### src/rtl/green_ins_encoder.sv
// ---------------------------------------------------------------------------
// green_ins_encoder
//
// Instruction encoder/issuer for the green circuit. Abstract commands
// (LD/ST/INC/BR, register select, 11-bit immediate) are accepted over a
// valid/ready handshake. Each one is packed into a 16-bit instruction word
// and buffered in a small show-ahead FIFO. The head of the FIFO is issued to
// the green decoder.
//
// After a BR is consumed downstream, the issuer stalls for BR_SHADOW cycles.
// If br_taken is seen during that shadow, every queued word is flushed.
//
// Word format: ins[15:12] = {2'b00, op}, ins[11] = rsel, ins[10:0] = imm.
// Whenever ins_valid is low, ins carries the NOP word 16'hF000.
//
// Parameters:
//   DEPTH      FIFO entries (power of two, 2..16)
//   BR_SHADOW  stall cycles after a BR issues (1..15)
//
// Ports:
//   clk         system clock, rising edge
//   rst_n       asynchronous active-low reset
//   cmd_valid   command present
//   cmd_ready   command accepted when cmd_valid && cmd_ready
//   cmd_op      0=LD 1=ST 2=INC 3=BR
//   cmd_rsel    0=register A, 1=register B
//   cmd_imm     immediate / branch offset
//   ins         encoded instruction word (head of FIFO, or NOP)
//   ins_valid   ins holds a real instruction
//   ins_ready   downstream consumes ins when ins_valid && ins_ready
//   br_taken    branch resolution, only looked at in BR_WAIT
//   busy        FIFO non-empty or not in RUN
//   issued_cnt  (GREEN_ENC_STATS_EN only) saturating count of issued words
//   flush_cnt   (GREEN_ENC_STATS_EN only) saturating count of flush cycles
//
// Optional feature macro: GREEN_ENC_STATS_EN. This macro adds the
// statistics outputs and the counters behind them.
//
// States:
//   RUN     | normal issue; head of FIFO is presented on ins
//   BR_WAIT | branch shadow; issue stalled, shadow counter running
// ---------------------------------------------------------------------------
module green_ins_encoder #(
  parameter int unsigned DEPTH     = 4,
  parameter int unsigned BR_SHADOW = 2
) (
  input  logic        clk,
  input  logic        rst_n,
  input  logic        cmd_valid,
  output logic        cmd_ready,
  input  logic [1:0]  cmd_op,
  input  logic        cmd_rsel,
  input  logic [10:0] cmd_imm,
  output logic [15:0] ins,
  output logic        ins_valid,
  input  logic        ins_ready,
  input  logic        br_taken,
`ifdef GREEN_ENC_STATS_EN
  output logic [15:0] issued_cnt,
  output logic [7:0]  flush_cnt,
`endif
  output logic        busy
);

  localparam int unsigned AW = $clog2(DEPTH);
  localparam int unsigned CW = $clog2(DEPTH) + 1;
  localparam logic [15:0] NOP_WORD = 16'hF000;
  localparam logic [3:0]  BR_OPC   = 4'b0011;

  typedef enum logic {
    RUN     = 1'b0,
    BR_WAIT = 1'b1
  } state_t;

  logic [15:0]   mem [DEPTH];
  logic [AW-1:0] wr_ptr;
  logic [AW-1:0] rd_ptr;
  logic [CW-1:0] count;
  state_t        state;
  logic [3:0]    shadow_cnt;

  logic          empty;
  logic          full;
  logic          flush;
  logic          push;
  logic          pop;
  logic [15:0]   head;
  logic [15:0]   new_word;

  assign empty    = (count == '0);
  assign full     = (count == CW'(DEPTH));
  assign flush    = (state == BR_WAIT) && br_taken;
  assign head     = mem[rd_ptr];
  assign new_word = {2'b00, cmd_op, cmd_rsel, cmd_imm};

  // A pop in the same cycle never frees space for a push: cmd_ready looks
  // only at the registered fill level.
  assign cmd_ready = !full && !flush;
  assign ins_valid = !empty && (state == RUN);
  assign ins       = ins_valid ? head : NOP_WORD;
  assign busy      = !empty || (state != RUN);

  assign push = cmd_valid && cmd_ready;
  assign pop  = ins_valid && ins_ready;

  // Storage needs no reset: an entry is only read after it has been written.
  always_ff @(posedge clk) begin
    if (push) begin
      mem[wr_ptr] <= new_word;
    end
  end

  always_ff @(posedge clk or negedge rst_n) begin
    if (!rst_n) begin
      wr_ptr     <= '0;
      rd_ptr     <= '0;
      count      <= '0;
      state      <= RUN;
      shadow_cnt <= '0;
    end else if (flush) begin
      // A taken branch discards everything queued behind it.
      wr_ptr     <= '0;
      rd_ptr     <= '0;
      count      <= '0;
      state      <= RUN;
      shadow_cnt <= '0;
    end else begin
      // DEPTH is a power of two, so the pointers wrap by natural overflow.
      if (push) begin
        wr_ptr <= wr_ptr + AW'(1);
      end
      if (pop) begin
        rd_ptr <= rd_ptr + AW'(1);
      end

      case ({push, pop})
        2'b10:   count <= count + CW'(1);
        2'b01:   count <= count - CW'(1);
        default: count <= count;
      endcase

      case (state)
        RUN: begin
          if (pop && (head[15:12] == BR_OPC)) begin
            state      <= BR_WAIT;
            shadow_cnt <= 4'(BR_SHADOW);
          end
        end
        BR_WAIT: begin
          // Counting "<= 1" also guards against a zero load.
          if (shadow_cnt <= 4'd1) begin
            state      <= RUN;
            shadow_cnt <= '0;
          end else begin
            shadow_cnt <= shadow_cnt - 4'd1;
          end
        end
        default: begin
          state      <= RUN;
          shadow_cnt <= '0;
        end
      endcase
    end
  end

`ifdef GREEN_ENC_STATS_EN
  always_ff @(posedge clk or negedge rst_n) begin
    if (!rst_n) begin
      issued_cnt <= '0;
      flush_cnt  <= '0;
    end else begin
      if (pop && (issued_cnt != 16'hFFFF)) begin
        issued_cnt <= issued_cnt + 16'd1;
      end
      if (flush && (flush_cnt != 8'hFF)) begin
        flush_cnt <= flush_cnt + 8'd1;
      end
    end
  end
`endif

endmodule

### config.mk
export PLATFORM = sky130hd
export DESIGN_NAME = green_ins_encoder
export DESIGN_NICKNAME = d
export VERILOG_FILES = /design/src/rtl/green_ins_encoder.sv
export SDC_FILE = /design/constraint.sdc
export NUM_CORES = 1
export LEC_CHECK = 0
export ABC_AREA = 0
export BUFFER_PORTS_ARGS = -buffer_cell sky130_fd_sc_hd__buf_2
export CAP_MARGIN = 20
export CORE_AREA = 8 8 78 114
export CTS_BUF_LIST = sky130_fd_sc_hd__clkbuf_2 sky130_fd_sc_hd__clkbuf_4 sky130_fd_sc_hd__clkbuf_8
export CTS_CLUSTER_DIAMETER = 100
export DETAILED_ROUTE_END_ITERATION = 6
export DIE_AREA = 0 0 86 122
export SLEW_MARGIN = 20
export SYNTH_ARGS = -nofsm -noshare
export SYNTH_HDL_FRONTEND = slang
export SYNTH_SLANG_ARGS = --single-unit
### constraint.sdc
create_clock -name clk -period 7.3 [get_ports clk]
set_input_delay 1.095 -clock clk [delete_from_list [all_inputs] [get_ports clk]]
set_output_delay 1.095 -clock clk [all_outputs]
set_load 0.005 [all_outputs]
* Yosys cells after proc, flatten, opt, wreduce, memory -nomap -nowiden
Memory sizes are Yosys's and may differ from the RTL's. Index checks and enable logic that the tools add are counted.
Word-level totals: register bits 12, bits in writable memories 56, bits of input ports 19, output and inout port bits 19, logic and storage cells 49, memories kept 1
Cells by class: add/sub/neg operators 5, order comparisons 1, equality and inequality tests 5, multiplexer cells 17, bitwise operators 1, reduce and logical (&&, ||, !) cells 14
Memory list:
- mem | depth 4, bits a word 14, rd ports 1, clocked after memory_dff 0, write ports 1, line 75 | logic [15:0] mem [DEPTH];
Operators by type and width (number):
- two-way mux 16 bit | 1
- two-way mux 4 bit | 3
- two-way mux 2 bit | 4
- case mux 4 bit (2 select lines) | 1
- logical AND 1 bit | 6
- case mux 3 bit (2 select lines) | 1
- two-way mux 1 bit | 5
- adder 2 x 1 -> 2 bit, second input constant | 2
- == test 4 x 2 -> 1 bit, second input constant | 1
- <= comparator 4 x 1 -> 1 bit, second input constant | 1
- nonzero test 2 bit | 2
- subtractor 4 x 1 -> 4 bit, second input constant | 1
- adder 3 x 1 -> 3 bit, second input constant | 1
- == test 3 bit, second input constant | 1
- logical NOT 1 bit | 3
- logical NOT 3 bit | 1
- two-way mux 3 bit | 1
- inequality test 3 x 2 -> 1 bit, second input constant | 1
- nonzero test 3 bit | 1
- subtractor 3 x 1 -> 3 bit, second input constant | 1
- == test 2 x 1 -> 1 bit, second input constant | 1
- == test 2 bit, second input constant | 1
- case mux 1 bit (2 select lines) | 1
- logical OR 1 bit | 1
- NOT 1 bit | 1

* Longest topological paths before layout
Gate-level depths: netlist of the first run.
depth after elaboration 8, mapped depth 8

* Worst setup path after synthesis of the first run
No wires, ideal clock.
path kind input -> register, start in br_taken, end reg count[2], library setup time 0.126 ns, data arrival time 2.656 ns, required time 7.174 ns, slack 4.519 ns, stages on the path 7, buffers on the path 1, cells stage by stage nand2_1 > and3_1 > buf_6 > nor2_1 > fa_1 > o311a_1 > a221o_1
On the way: longest elaborated chain between the ends 7, elaborated cells on any way between the ends 9
Ends and longest elaborated chain:
- start, declared | line 57 | input logic br_taken,
- logical AND 1 bit * | line 92 | assign flush = (state == BR_WAIT) && br_taken;
- logical NOT 1 bit | line 98 | assign cmd_ready = !full && !flush;
- logical AND 1 bit | line 98
- logical AND 1 bit | line 103 | assign push = cmd_valid && cmd_ready;
- == test 2 x 1 -> 1 bit or == test 2 bit (tied branches) | line 136 | case ({push, pop})
- case mux 3 bit (2 select lines) | line 136
- two-way mux 3 bit | line 120 | end else if (flush) begin
- end signal, assigned | line 137 | 2'b10: count <= count + CW'(1);
- end signal, assigned | line 138 | 2'b01: count <= count - CW'(1);
- end signal, assigned | line 139 | default: count <= count;
- end, declared | line 78 | logic [CW-1:0] count;
Every way passes the cells marked *; elsewhere a longest branch is shown, timed or not. A chain may end at the register's enable or synchronous reset.

* Worst setup path in the final report of the first run
start reg rd_ptr[0], end out ins[12]
On the way: longest elaborated chain between the ends 2
Ends and longest elaborated chain:
- start, declared | line 77 | logic [AW-1:0] rd_ptr;
- start signal, assigned | line 133 | rd_ptr <= rd_ptr + AW'(1);
- memory read (4 x 14 bit)
- two-way mux 16 bit | line 100 | assign ins = ins_valid ? head : NOP_WORD;
- end, declared | line 54 | output logic [15:0] ins,
Every way passes these cells.

==> summary.md, run 1 <==
| Metric | Value |
|---|---|
| Run status | finished, final reports clean |
| Switching power | 0.445 mW |
| PwrDens | just over 400 nW/um^2 |
| Clock latency on the worst-skew pair | 330 ps |
| Type of the worst setup path | flop to output port |
| H-tree depth | 3 |
| CTS Buf Count | 9 |
| Tmin final | around 3400 ps |
| Drt drc | 0 |
| I/O pin total | 38 |
| Detail Route Antenna Nets | 0 |
| Sw Ratio | 31.8% |
| Syn avg cell area | about 17 sq um |
| Die width | 86 microns |
| Clk root buf | clkbuf_8 |
| Worst Max-Slew Pin Slew | 971 ps |
| Layout Nets | around 240 |
| Syn nets | 200 |
| Final wirelength | 5320 microns |
| Clk_skew | roughly 6.7 ps |
| Netlist cell types | 39 |
| Final setup TNS | 0 ps |
| Vias in the first global route | 1703 |
| Hold-fix buffers at CTS | 0 |
| Hold path depth | 1 |
| Post-Layout Cell Count | 320 |
| CTS Sinks | 68 |
| Pin count of the biggest net entering global routing | 18 |
| DR WL/cell | 16.6 microns |
| Initial Util | about two fifths |
| Post-DP HPWL | 3540 microns |
| Commonest non-fill, non-tap cell in the layout | edfxtp_1 |
| RSZ-0062 raised after global routing | false |
| Number of port buffers | 37 |
| Most frequent cells in the layout | 56 x edfxtp_1, 37 x buf_2, 14 x mux4_2, 13 x nor2b_1 |
| Warnings, synthesis | 0 |
| Total gr overflow | 0 |
| Tcrit/Tclk final | 47.1% |
| Setup Viol. Count Final | 0 |
| Die Ht | roughly 120 microns |
| Comb pwr share | 33.6% |
| Static Leak | 1.27 nW |
| CP arrival | roughly 2300 ps |
| Critical-path maximum fanout | 16 |
| Layout cell share with drive strength beyond 1 | 34.1% |
| Fillers | about 630 |
| Worst vdd ir | ~170 uV |
| Register area | 1980 sq um |
| Max-slew headroom | 35.2% |
| Cells after DPL | 304 |
| First-pass GRT wire length | 8770 microns |
| Post-CTS Setup Bufs | 0 |
| TritonRoute pass-1 iters | 4 |
| Worst min-delay path category | flop to flop |
| Resize count post-CTS | 0 |
| Design Power | 1.40 mW |
| Multi-input gate area | around 840 sq um |
| Top cells by area, synth | edfxtp_1 58%, mux4_2 11%, dfrtp_1 10%, nor2b_1 2.8%, ha_1 2.6% |
| Initial DRC Count | 80 |
| P&R area growth vs syn | 16.6% |
| Startpoint Class | flop |
| Share of the synthesized area in the top cell type | 58.1% |
| Total of max-cap violations | 0 |
| Total GRT Usage | 11.2% |
| GPL Wtd Cong | 0.717 |
| Clock slew at reported path FFs | 70 ps |
| Fin area | 3380 sq um |
| Placed inst area | 3170 sq um |
| Critical Path RT | 6200 ps |
| CTS tree | built |
| Reg power frac | 43.0% |
| Vias/cell | between 4 and 5 |
| Max Clock Freq | 291 MHz |
| N_diodes | 0 |
| Die ar. | approximately 10000 sq um |
| P_int | 0.954 mW |
| Initial antenna violation count | 0 |
| Cell area after synthesis | 2900 sq um |
| Final hold viol count | 0 |
| Clock power share | 23.5% |
| Core area | between 7000 and 8000 sq um |
| Rows | 38 |
| CTS Buffer Depth | 2 |
| Mapped Cells | 174 |
| Register area share after synthesis | 68.5% |
| Slew Viols, Final | 0 |
| Flop and latch count out of synthesis | 68 |
| Area leader, netlist | edfxtp_1 |
| Via count | 1541 |
| Worst Setup End Kind | output port |
| Number of cells on the worst reg-to-reg path | 6 |
==> layout make-up <==
class	instances	area share (%)
clock buffer	10	3.89
clock inverter	6	2.34
inverter	8	0.890
multi-input combinational	91	25.0
sequential	68	58.7
tap	100	3.71
timing repair buffer	37	5.49
==> per-layer routing <==
metal / GRT usage [%] / part of all wire [%] / up-vias
li1: - / - / 737
met5: 0 / 0 / -
met2: 18.3 / 51 / 38
met1: 12.9 / 43 / 760
met3: 3.71 / 4.7 / 6
met4: 5.62 / 1.3 / 0
==> cell usage after synthesis (all sizes together) <==
master  count
xor2        3
edfxtp     56
o21ai       3
nand2      12
nand4       1
and3        1
buf         4
nor4        1
a21oi       2
nand3       2
clkbuf      3
o31ai       1
nand3b      2
nand2b      1
inv         8
nor2        5
nor2b      13
fa          1
xnor2       1
or2         3
dfrtp      12
a221o       1
o221ai      1
o211ai      1
ha          6
or3b        1
o311ai      1
mux2i       2
o311a       1
or3         2
o22ai       1
mux4       14
a211o       1
nor3        1
and2        6
==> registers in the layout (all words and copies together) (netlist names) <==
signal      flops
count           3
rd_ptr          2
wr_ptr          2
state           1
shadow_cnt      4
mem            56
==> stage by stage <==
step                worst slack (ps)  utilization (%)  hold slack [ps]
global route                    3650             47.0              596
global placement                4170             44.1              543
floorplan                       4520                -              503
detailed placement              4150             44.1              554
CTS                             3780             47.0              561
finish                          3860             47.0              551
==> critical path, stage by stage (launching register included) <==
cell and delay [ps]:
dfrtp_1 980, mux4_2 610, or2_2 280, buf_2 130
==> cells by family after synthesis <==
group           share of synthesized area, %
fa+ha+maj                               3.28
xor+xnor                                1.21
flops                                   68.5
buf+inv                                 2.42
mux                                     11.6
compound gates                          3.20
simple gates                            9.85
==> worst paths after layout <==
check / start / to / slack [ps]
setup / recovery: rd_ptr[0] / ins[12] / 3860
hold / removal: shadow_cnt[0] / shadow_cnt[0] / 550
setup reg to reg: count[1] / count[2] / 4710
hold reg to reg: shadow_cnt[0] / shadow_cnt[0] / 550
max in group asynchronous: rst_n / state / 6440
min in group asynchronous: rst_n / rd_ptr[1] / 630
==> power by group through the flow <==
stage	Combinational (mW)	Clock [mW]	Sequential (mW)
finish	0.470	0.328	0.601
global route	0.526	0.352	0.620
CTS	0.484	0.333	0.606
detailed placement	0.481	0	0.614
global placement	0.477	0	0.612
floorplan	0.365	0	0.557
(Power assumes the default switching activity.)
==> inputs of run 2 (changes only) <==
--- a/config.mk
+++ b/config.mk
@@ -5,14 +5,14 @@
 export SDC_FILE = /design/constraint.sdc
 export NUM_CORES = 1
 export LEC_CHECK = 0
-export ABC_AREA = 0
+export ABC_AREA = 1
 export BUFFER_PORTS_ARGS = -buffer_cell sky130_fd_sc_hd__buf_2
 export CAP_MARGIN = 20
-export CORE_AREA = 8 8 78 114
+export CORE_AREA = 8 8 80 117
 export CTS_BUF_LIST = sky130_fd_sc_hd__clkbuf_2 sky130_fd_sc_hd__clkbuf_4 sky130_fd_sc_hd__clkbuf_8
 export CTS_CLUSTER_DIAMETER = 100
 export DETAILED_ROUTE_END_ITERATION = 6
-export DIE_AREA = 0 0 86 122
+export DIE_AREA = 0 0 88 125
 export SLEW_MARGIN = 20
 export SYNTH_ARGS = -nofsm -noshare
 export SYNTH_HDL_FRONTEND = slang
==> constraint.sdc (replaced) <==
create_clock -name clk -period 3.5 [get_ports clk]
set_input_delay 0.525 -clock clk [delete_from_list [all_inputs] [get_ports clk]]
set_output_delay 0.525 -clock clk [all_outputs]
set_load 0.005 [all_outputs]
==> run 2 against run 1 <==
Net effect:
- core utilization decreased by 1.8 points
- global-route usage increased by 1.4 points
- critical path depth increased by 3
- design area increased by 3.8%
- area after synthesis increased by 5.4%
- sequential power increased by 100%
- first-iteration DRC count increased by 28%
- final cell count increased by 35%
- via count increased by 32%
- worst hold slack got worse by 500 ps
- worst setup slack got worse by 2900 ps
==> summary.md, run 2 <==
| Metric | Value |
|---|---|
| Run status | finished, final reports clean |
| Synth top cells by count | 56 x edfxtp_1, 56 x nor2_1, 32 x nand2_1, 28 x o21ai_0, 26 x inv_1 |
| RSZ-0062 raised after global routing | false |
| Biggest register | mem |
| Final setup TNS | 0 ps |
| Detail Route Antenna Nets | 0 |
| TritonRoute pass-1 iters | 4 |
| DR WL/cell | 14.5 microns |
| Area leader, netlist | edfxtp_1 |
| Mapped Cells | 280 |
| Mux share of post-synthesis cell area | 0% |
| Largest family of logic cells by synthesized area | simple AND/OR/NAND/NOR gates |
| Vias/cell | 4.68 |
| Worst slack at placement | 1300 ps |
| CTS Sinks | 68 |
| Most frequent cells in the layout | 56 x nor2_1, 56 x edfxtp_1, 37 x buf_2, 32 x nand2_1, 28 x o21ai_0 |
| Die Ht | 125 microns |
| Drt drc | 0 |
| Max-slew headroom | between 50% and 60% |
| FF-to-FF End | count[2] |
| Main flop type after synthesis | edfxtp_1 |
| Post-DP HPWL | 4200 microns |
| Post-synthesis compound-gate area fraction | 7.38% |
| Final hold viol count | 0 |
| Cell area after synthesis | 3050 sq um |
| Rows | 40 |
| PwrDens | 842 nW/um^2 |
| Synth Area in Adders | 3.12% |
| Hold-fix buffers at CTS | 0 |
| Layout cell share with drive strength beyond 1 | a little over a fifth |
| Slew Viols, Final | 0 |
| Initial antenna violation count | 0 |
| Reg2reg start | count[0] |
| Number of port buffers | 37 |
| Share of the synthesized area in the top cell type | 55.1% |
| Vias in the first global route | 2119 |
| Number of cells on the worst reg-to-reg path | 13 |
| P&R area growth vs syn | 14.9% |
| Critical Path RT | 2970 ps |
| Ys async rst share | 17.6% |
| Number of synthesized flops with an enable pin | 56 |
| Tcrit/Tclk final | between 70% and 80% |
| Final wirelength | 6300 microns |
| Worst Setup End Kind | output port |
| Cells after DPL | 417 |
| Clk_skew | 7.12 ps |
| Initial DRC Count | 102 |
| Post-Layout Cell Count | approximately 430 |
| Resize count post-CTS | 0 |
| Tmin final | around 2600 ps |
| CTS Buffer Depth | 2 |
| Design Power | about 3 mW |
| Setup Viol. Count Final | 0 |
| Syn avg cell area | 10.9 sq um |
| Register area share after synthesis | roughly 65% |
| Type of the worst setup path | flop to output port |
| Max Clock Freq | just under 400 MHz |
| Flop2flop setup slack | 1450 ps |
| Clock latency on the worst-skew pair | around 340 ps |
| CTS tree | built |
| Clock slew at reported path FFs | 70 ps |
| I/O pin total | 38 |
| Flop and latch count out of synthesis | 68 |
| Syn nets | 306 |
| Synth Area in XOR/XNOR | less than 1% |
| Worst Max-Slew Pin Slew | approximately 670 ps |
| CTS Buf Count | 9 |
| Post-CTS Setup Bufs | 0 |
| Pin count of the biggest net entering global routing | 31 |
| Static Leak | 1.48 nW |
| Clk root buf | clkbuf_8 |
| Synth Area in Simple Gates | 17.6% |
| CP arrival | between 2000 and 2500 ps |
| Total of max-cap violations | 0 |
| GPL Wtd Cong | about 0.74 |
| Core area | between 7000 and 8000 sq um |
| Layout Nets | 349 |
| Top cells by area, synth | edfxtp_1 55%, dfrtp_1 9.8%, nor2_1 6.9%, o21ai_0 4.6%, nand2_1 3.9% |
| Total GRT Usage | 12.7% |
| Critical-path maximum fanout | 15 |
| Initial Util | 39.3% |
| Worst vdd ir | between 400 and 500 uV |
| Via count | 2028 |
| Warnings, synthesis | 0 |
| Worst min-delay path category | input port to asynchronous set/reset pin |
| Netlist cell types | 26 |
| H-tree depth | 3 |
| Largest regs | mem x56, shadow_cnt x4, count x3 |
| Die width | 88 microns |
| Setup ws final | 938 ps |
| Total gr overflow | 0 |
| Startpoint Class | flop |
| First-pass GRT wire length | 10400 microns |
| N_diodes | 0 |
| Max FFs per register | 56 |
| Die ar. | approximately 11000 sq um |
run 2: cell count changes after synthesis, sizes merged, moves of 13 or more:
| cell | delta |
|---|---|
| o21ai | +28 |
| nand3 | +13 |
| mux4 | -14 |
| nor2 | +52 |
| nor2b | -13 |
| inv | +22 |
| nand2 | +26 |
run 2: report_power, final:
group          internal, mW  switching, mW
Combinational         0.435          0.752
Sequential             1.07          0.143
Clock                 0.252          0.297
run 2: how the worst max path moves through the flow:
stage	slack [ps]	end	start	depth (start not counted)
floorplan	1640	count[2]	count[0]	13
global placement	1310	ins[11]	rd_ptr[0]	4
detailed placement	1300	ins[12]	count[1]	6
CTS	900	ins[12]	count[1]	6
global route	740	ins[11]	rd_ptr[0]	4
finish	940	ins[12]	count[0]	6
run 2: cell type report:
cell class	count	area, sq um
fillers	719	4250
flip-flops and latches	68	1980
multi-input cells	172	883
repair buffers	42	223
well taps	105	131
clock buffers	9	124
inverters	30	118
clock inverters	7	43.8
run 2: per-layer routing:
metal  track usage, %  up-vias  share of wire, %
li1                 -     1023                 -
met1             13.9      958                42
met2             20.8       34                51
met3             3.48       13               3.8
met4             7.94        0               2.7
met5                0        -                 0
run 2: critical path, cell delays in order (launching register included):
cell,delay (ps)
dfrtp_1,430
nor2_1,180
nand2_1,110
nand2_1,510
inv_1,190
nand3_1,140
buf_2,130
run 2: cells by family (layout without fill, tap and decap cells):
logic type | count (synthesis) | in the layout
AOI/OAI and AO/OA | 45 | 45
xor gates and xnor gates | 3 | 3
adders and majority gates | 7 | 7
buffers and inverters | 40 | 88
DFF | 68 | 68
and+or+nand+nor | 117 | 117
run 2: stage by stage:
step	utilization, %	hold WS [ps]	area, sq um
floorplan	-	229	3050
global placement	43.0	427	3340
detailed placement	43.0	434	3340
CTS	45.2	45.2	3500
global route	45.2	59.0	3500
finish	45.2	54.4	3500
